--- src/rtl/dmem_pkg.sv ---
// dmem_pkg: shared state type, default sizes and parity helper for data_mem_bank
package dmem_pkg;
  typedef enum logic {CLEAR, IDLE} state_t;
  localparam int DMEM_DATA_W_DEF = 8;
  localparam int DMEM_DEPTH_DEF = 16;
  function automatic logic even_par(input logic [63:0] d);
    return ^d;
  endfunction
endpackage

--- src/rtl/data_mem_bank_if.sv ---
// data_mem_bank_if: write/read/clear bus of data_mem_bank (master = requester, slave = memory)
interface data_mem_bank_if import dmem_pkg::*; #(
  parameter int DATA_W = DMEM_DATA_W_DEF,
  parameter int DEPTH = DMEM_DEPTH_DEF
);
  localparam int ADDR_W = $clog2(DEPTH);
  logic clear_req, wr_en, rd_req, rd_valid, busy, par_err;
  logic [ADDR_W-1:0] wr_addr, rd_addr;
  logic [DATA_W-1:0] wr_data, rd_data;
  modport master(output clear_req, wr_en, wr_addr, wr_data, rd_req, rd_addr, input rd_data, rd_valid, busy, par_err);
  modport slave(input clear_req, wr_en, wr_addr, wr_data, rd_req, rd_addr, output rd_data, rd_valid, busy, par_err);
endinterface

--- src/rtl/dmem_clear_seq.sv ---
// dmem_clear_seq: CLEAR/IDLE sequencer walking clr_ptr over every word after reset or clear_req
module dmem_clear_seq import dmem_pkg::*; #(
  parameter int DEPTH = DMEM_DEPTH_DEF
) (
  input  logic clk,
  input  logic reset,
  input  logic clear_req,
  output logic busy,
  output logic clr_we,
  output logic [$clog2(DEPTH)-1:0] clr_addr
);
  localparam int ADDR_W = $clog2(DEPTH);
  state_t state, state_nx;
  logic [ADDR_W-1:0] clr_ptr, clr_ptr_nx;
  always_ff @(posedge clk) begin
    if (reset) begin
      state <= CLEAR;
      clr_ptr <= '0;
    end else begin
      state <= state_nx;
      clr_ptr <= clr_ptr_nx;
    end
  end
  always_comb begin
    state_nx = state == CLEAR ? (clr_ptr == ADDR_W'(DEPTH - 1) ? IDLE : CLEAR) : (clear_req ? CLEAR : IDLE);
    clr_ptr_nx = state == CLEAR ? clr_ptr + ADDR_W'(1) : '0;
  end
  assign busy = state == CLEAR;
  assign clr_we = busy;
  assign clr_addr = clr_ptr;
endmodule

--- src/rtl/data_mem_bank.sv ---
// data_mem_bank: 1W1R synchronous data memory with registered read, sequenced clear, optional DMEM_PARITY_EN parity
module data_mem_bank import dmem_pkg::*; #(
  parameter int DATA_W = DMEM_DATA_W_DEF,
  parameter int DEPTH = DMEM_DEPTH_DEF,
  parameter bit WRITE_FIRST = 1'b1
) (
  input logic clk,
  input logic reset,
  data_mem_bank_if.slave bus
);
  localparam int ADDR_W = $clog2(DEPTH);
`ifdef DMEM_PARITY_EN
  localparam int W = DATA_W + 1;
`else
  localparam int W = DATA_W;
`endif
  logic busy, clr_we, we, rd_fire, fwd, par_bad;
  logic [ADDR_W-1:0] clr_addr, waddr;
  logic [W-1:0] wword, rword;
  logic [W-1:0] mem [DEPTH];
  dmem_clear_seq #(.DEPTH(DEPTH)) u_clear (
    .clk(clk),
    .reset(reset),
    .clear_req(bus.clear_req),
    .busy(busy),
    .clr_we(clr_we),
    .clr_addr(clr_addr)
  );
  always_comb begin
    we = busy ? clr_we : bus.wr_en;
    waddr = busy ? clr_addr : bus.wr_addr;
    rd_fire = !busy && bus.rd_req;
    fwd = WRITE_FIRST && bus.wr_en && bus.wr_addr == bus.rd_addr;
    rword = mem[bus.rd_addr];
`ifdef DMEM_PARITY_EN
    wword = busy ? '0 : {even_par(64'(bus.wr_data)), bus.wr_data};
    par_bad = rword[DATA_W] != even_par(64'(rword[DATA_W-1:0]));
`else
    wword = busy ? '0 : bus.wr_data;
    par_bad = 1'b0;
`endif
  end
  always_ff @(posedge clk) begin
    if (we) mem[waddr] <= wword;
  end
  always_ff @(posedge clk) begin
    if (reset) begin
      bus.rd_valid <= 1'b0;
      bus.rd_data <= '0;
      bus.par_err <= 1'b0;
    end else begin
      bus.rd_valid <= rd_fire;
      bus.par_err <= rd_fire && !fwd && par_bad;
      if (rd_fire) bus.rd_data <= fwd ? bus.wr_data : rword[DATA_W-1:0];
    end
  end
  assign bus.busy = busy;
endmodule

--- src/flat_wrapper.sv ---
// flat-port wrapper written by rule: the top's interface ports become plain ports
module data_mem_bank_flat import dmem_pkg::*;
#(
  parameter int DATA_W = DMEM_DATA_W_DEF,
  parameter int DEPTH = DMEM_DEPTH_DEF,
  parameter bit WRITE_FIRST = 1'b1
)
  (clk, reset, bus_clear_req, bus_wr_en, bus_wr_addr, bus_wr_data, bus_rd_req, bus_rd_addr, bus_rd_data, bus_rd_valid, bus_busy, bus_par_err);
  data_mem_bank_if #(.DATA_W(DATA_W), .DEPTH(DEPTH)) bus_i ();
  input logic clk;
  input logic reset;
  input wire logic [$bits(bus_i.clear_req)-1:0] bus_clear_req;
  input wire logic [$bits(bus_i.wr_en)-1:0] bus_wr_en;
  input wire logic [$bits(bus_i.wr_addr)-1:0] bus_wr_addr;
  input wire logic [$bits(bus_i.wr_data)-1:0] bus_wr_data;
  input wire logic [$bits(bus_i.rd_req)-1:0] bus_rd_req;
  input wire logic [$bits(bus_i.rd_addr)-1:0] bus_rd_addr;
  output wire logic [$bits(bus_i.rd_data)-1:0] bus_rd_data;
  output wire logic [$bits(bus_i.rd_valid)-1:0] bus_rd_valid;
  output wire logic [$bits(bus_i.busy)-1:0] bus_busy;
  output wire logic [$bits(bus_i.par_err)-1:0] bus_par_err;
  assign bus_i.clear_req = bus_clear_req;
  assign bus_i.wr_en = bus_wr_en;
  assign bus_i.wr_addr = bus_wr_addr;
  assign bus_i.wr_data = bus_wr_data;
  assign bus_i.rd_req = bus_rd_req;
  assign bus_i.rd_addr = bus_rd_addr;
  assign bus_rd_data = bus_i.rd_data;
  assign bus_rd_valid = bus_i.rd_valid;
  assign bus_busy = bus_i.busy;
  assign bus_par_err = bus_i.par_err;
  data_mem_bank #(.DATA_W(DATA_W), .DEPTH(DEPTH), .WRITE_FIRST(WRITE_FIRST)) u_core (.clk(clk), .reset(reset), .bus(bus_i));
endmodule
--- config.mk ---
export PLATFORM = sky130hd
export DESIGN_NAME = data_mem_bank_flat
export DESIGN_NICKNAME = d
export VERILOG_FILES = /design/src/rtl/dmem_pkg.sv /design/src/rtl/data_mem_bank_if.sv /design/src/rtl/dmem_clear_seq.sv /design/src/rtl/data_mem_bank.sv /design/src/flat_wrapper.sv
export SDC_FILE = /design/constraint.sdc
export NUM_CORES = 1
export LEC_CHECK = 0
export CAP_MARGIN = 20
export CORE_ASPECT_RATIO = 1.4
export CORE_MARGIN = 2
export CORE_UTILIZATION = 55
export DETAILED_ROUTE_END_ITERATION = 8
export PLACE_DENSITY = 0.74
export SLEW_MARGIN = 10
export SYNTH_ARGS = -nofsm -noshare
export SYNTH_HDL_FRONTEND = slang
export SYNTH_HIERARCHICAL = 1
export SYNTH_SLANG_ARGS = --single-unit
--- constraint.sdc ---
create_clock -name clk -period 4.9 [get_ports clk]
set_input_delay 0.735 -clock clk [delete_from_list [all_inputs] [get_ports clk]]
set_output_delay 0.735 -clock clk [all_outputs]
set_load 0.02 [all_outputs]
# [Yosys cells after proc, flatten, opt, wreduce, memory -nomap -nowiden]
# Memories as Yosys holds them, arrays and structs flattened. A register that Yosys moved wholly into a read port is not among the register bits.
# Cells that the tools add are included.
[op_classes] n_addsub=1 eq_ne=1 mux=8 n_bitwise=1 reduce_logical=2
[ops] op="two-way mux 8 bit" n=1
[ops] op="two-way mux 1 bit" n=6
[ops] op="adder 4 x 1 -> 4 bit, second input constant" n=1
[ops] op="equality test 4 bit, second input constant" n=1
[ops] op="two-way mux 4 bit" n=1
[ops] op="OR reduction 2 bit" n=1
[ops] op="logical AND 1 bit" n=1
[ops] op="inverter 1 bit" n=1
[totals] ff_bits=6 ramBits=128 input_bits=21 output_inout_bits=11 n_memories=1
[mem_list] name="u_core.mem" depth=16 word_bits=8 rd=1 rd_clocked_by_memory_dff=1 wr=1 line_no="data_mem_bank.sv:20" text="logic [W-1:0] mem [DEPTH];"

# [Longest topological paths before layout]
[depth] ltp_word=4 mapped_depth=8 ltp_nobuf=6

# [By module]
# Netlist, hierarchy kept.
[by_module_without_submodules] mod="data_mem_bank" instances=1 cells_per_inst=290 area_per_inst_um2=5599.1 seq_area_each_um2=4023.9
[by_module_without_submodules] mod="dmem_clear_seq" instances=1 cells_per_inst=19 area_per_inst_um2=198.9 seq_area_each_um2=100.1

# [Least setup slack after synthesis]
# Ideal clock, no wire load.
[synth_timing] kind="input to register" startpoint="input bus_rd_addr[2]" endpoint="register u_core.bus.rd_data[0] (read register of u_core.mem)" arrival_time_ps=2166 setup_slack_ps=2613 path_stages=7 n_path_buf=3 path_cell_list="buf_2 -> buf_2 -> buf_1 -> mux4_1 -> a22oi_1 -> nand2_1 -> a221o_1"
[synth_rtl] element="start, declared" line_no="flat_wrapper.sv:17" text="input wire logic [$bits(bus_i.rd_addr)-1:0] bus_rd_addr;"
[synth_rtl] element="end, declared" line_no="data_mem_bank_if.sv:11" text="modport slave(input clear_req, wr_en, wr_addr, wr_data, rd_req, rd_addr, output rd_data, rd_valid, busy, par_e ..."

# [Worst setup path after layout]
[layout_timing] startpoint="register u_core.u_clear.state" endpoint="output bus_busy"
[layout_between] elab_chain_cells=1
[layout_rtl] element="start, declared" line_no="dmem_clear_seq.sv:13" text="state_t state, state_nx;"
[layout_rtl] element="start signal, assigned" line_no="dmem_clear_seq.sv:20" text="state <= state_nx;"
[layout_rtl] element="inverter 1 bit" line_no="dmem_clear_seq.sv:28" text="assign busy = state == CLEAR;"
[layout_rtl] element="end, declared" line_no="flat_wrapper.sv:20" text="output wire logic [$bits(bus_i.busy)-1:0] bus_busy;"
# Every way passes these cells.

==> flow_metrics.env <==
export IMPL_status="complete, no violations"
export IMPL_nFillCells=698
export IMPL_grt_usage_pct=22.9
export IMPL_setup_tns_final_ns=0
export IMPL_synth_top_area_cell="edfxtp_1"
export IMPL_finalCritPeriodShare_pct=59.3
export IMPL_drive_above_1_share_pct=15.1
export IMPL_slew_headroom_pct=32.8
export IMPL_crit_required_ns=4.16
export IMPL_yosysSeqAreaShare_pct=71.1
export IMPL_clock_latency_ns=0.42
export IMPL_hold_viol_final=0
export IMPL_first_global_vias=3177
export IMPL_peakVddDrop_mv=0.270
export IMPL_setup_viol=0
export IMPL_cts_root_buf="clkbuf_16"
export IMPL_p_clk_share_pct=44.4
export IMPL_fin_nets=373
export IMPL_ys_seq_elements=142
export IMPL_layout_commonest_cell="edfxtp_1"
export IMPL_cts_resized=0
export IMPL_synthTopCellsByArea="edfxtp_1 (66%), mux4_1 (9.1%), dfxtp_1 (4.8%)"
export IMPL_initial_core_util_pct=56.3
export IMPL_end_kind="output port"
export IMPL_finalWorstPathRequiredPeriod_ns=2.91
export IMPL_vias=3092
export IMPL_seq_area_um2=4120
export IMPL_drt_initial_drc_count=328
export IMPL_synth_fa_ha_area_share_pct=0.216
export IMPL_pin_count=32
export IMPL_drv_slew=0
export IMPL_synth_simple_area_share_pct=5.52
export IMPL_synth_compound_area_share_pct=5.29
export IMPL_finClkSkew_ns=0.00865
export IMPL_grt_overflow_total=0
export IMPL_synth_mux_area_share_pct=14.4
export IMPL_synthToLayoutAreaGrowth_pct=16.6
export IMPL_avgRoutedWirePerCell_um=24.2
export IMPL_layout_common_cells="edfxtp_1 (128), clkdlybuf4s50_1 (29), nor2_1 (21)"
export IMPL_yosysWarnings=6
export IMPL_critPathSlowestCell="clkdlybuf4s50_1"
export IMPL_finalWirelength_um=12200
export IMPL_drv_cap=0
export IMPL_drc=0
export IMPL_fmax_mhz=344
export IMPL_worstPathCellList="inv_1, clkdlybuf4s50_1"
export IMPL_cts_sink_count=142
export IMPL_clockBufferDepth=2
export IMPL_combPwrFrac_pct=5.0
export IMPL_synth_area_um2=5800
export IMPL_pre_cts_slack_ns=1.55
export IMPL_synthCells=309
export IMPL_portBuffers=30
export IMPL_arrival_ns=2.17
export IMPL_postRouteAntennaNets=0
export IMPL_dp_hpwl_um=7880
export IMPL_netSwitchingFraction_pct=21.1
export IMPL_synth_cell_types=38
export IMPL_grt_pass1_wl_um=18700
export IMPL_p_leak_nw=2.34
export IMPL_die_h_um=125
export IMPL_antenna_found_initial=0
export IMPL_cts_setup_buffers=0
export IMPL_cts_hold_buf=0
export IMPL_cts_reportedPaths_clkPinSlew_ns=0.06
export IMPL_tightestPinTransition_ns=1.01
export IMPL_power_switching_w=0.000558
export IMPL_die_x_um=90.8
export IMPL_grt_start_max_net_pins=34
export IMPL_synth_avg_cell_area_um2=18.8
export IMPL_path_class="flip-flop to output port"
export IMPL_drt_pass1_iterations=5
export IMPL_worst_slack_ns=1.99
export IMPL_die_area_um2=11400
export IMPL_synth_xor_area_share_pct=0.604
export IMPL_multi_input_area_um2=1520
export IMPL_power_density_nw_per_um2=391
export IMPL_coreArea_um2=10300
export IMPL_yosysTopAreaCellShare_pct=66.3
export IMPL_syn_num_nets=331
export IMPL_synth_top_family_by_area="multiplexers"
export IMPL_slowest_delay_ns=0.75
export IMPL_numCtsBuffers=17
export IMPL_min_path_type="flip-flop to flip-flop"
export IMPL_gp_congestion=0.863
export IMPL_cts_tree="done"
export IMPL_rows=44
export IMPL_start_kind="flip-flop"
export IMPL_p_int_w=0.00209
export IMPL_post_drt_via_cell_ratio=6.16
export IMPL_rsz0062_at_grt="false"
export IMPL_htreeDepth=4
export IMPL_seqPwrFrac_pct=50.7
export IMPL_diodes=0
export IMPL_crit_path_max_fanout=25
## sequential cells by signal, summed over array words and instances, names as in the netlist
register	flops
u_core/u_clear/state	1
u_core/u_clear/clr_addr	4
u_core/bus.rd_valid	1
u_core/bus.rd_data	8
u_core/mem	128
## kinds of logic after synthesis
group / count (synthesis)
other cells: 1
compound gates: 38
xor+xnor: 4
mux: 36
simple gates: 64
flops: 142
fa+ha+maj: 1
buf+inv: 23
## per-layer routing
metal	GRT usage, %	part of all wire (%)	vias up
li1	-	-	1353
met1	28.1	39	1578
met2	37.5	51	132
met3	5.72	5.5	29
met4	12.9	4.8	0
met5	0	0	-
## through the flow
step	cells	power [W]	instance area [µm²]	utilization (%)	hold slack (ns)
final	502	0.00265	6760	65.7	0.494
after global routing	502	0.00272	6760	65.7	0.514
after CTS	495	0.00266	6700	65.1	0.498
after detailed placement	463	0.00149	6150	59.7	0.485
after global placement	463	0.00149	6150	59.7	0.471
after floorplan	309	0.00145	5800	-	0.486
## critical path: cells and delay by family, from the launching register on
kind / cells / cell delay (ns)
buf+inv: 2 / 1.37
flops: 1 / 0.38
## layout make-up
type                       instances  share of cell area [%]
sequential                       142                    61.0
multi-input combinational        144                    22.5
clock buffer                      19                    6.40
timing repair buffer              39                    5.48
tap                              138                    2.55
clock inverter                    13                    1.72
inverter                           7                   0.389
## power groups by stage
| stage | clock, W | combinational [W] | sequential (W) |
|---|---|---|---|
| CTS | 0.00119 | 0.000131 | 0.00134 |
| floorplan | 0 | 0.0000906 | 0.00136 |
| global route | 0.00123 | 0.000142 | 0.00134 |
| detailed placement | 0 | 0.000130 | 0.00137 |
| global placement | 0 | 0.000128 | 0.00136 |
| finish | 0.00117 | 0.000132 | 0.00134 |
## cells in the mapped netlist
cell type  count
mux2i_1        3
nand4b_1       1
buf_1          2
nor3b_1        2
o2111a_1       1
a211oi_1       2
nand2_1        9
buf_6          1
nor3_1         4
and2_1         7
o22ai_1        2
mux4_1        20
xor2_1         3
inv_1          7
clkbuf_1       3
a221o_1        8
a22o_1         4
mux2_2         1
a21oi_1        4
nand2b_1       4
buf_12         3
o211ai_1       1
nand3_1        4
a32oi_1        2
and3_1         1
a22oi_2        1
buf_2          4
nor2_1        21
ha_1           1
edfxtp_1     128
buf_4          3
mux4_2        12
nor2b_1       11
dfxtp_1       14
o21ai_0        1
xnor2_1        1
a22oi_1       12
conb_1         1
## path summary, 6_finish.rpt
kind / startpoint / endpoint / slack [ns] / cells past startpoint
setup / recovery: u_core/u_clear/state$_SDFF_PP0_ / bus_busy / 1.99 / 2
hold reg to reg: u_core/bus.rd_data[1]$_SDFFE_PP0P_ / u_core/bus.rd_data[1]$_SDFFE_PP0P_ / 0.49 / 1
setup reg to reg: u_core/u_clear/state$_SDFF_PP0_ / u_core/mem[7][7]$_DFFE_PP_ / 2.07 / 5
hold / removal: u_core/bus.rd_data[1]$_SDFFE_PP0P_ / u_core/bus.rd_data[1]$_SDFFE_PP0P_ / 0.49 / 1
Power figures use the tool's default switching activity.
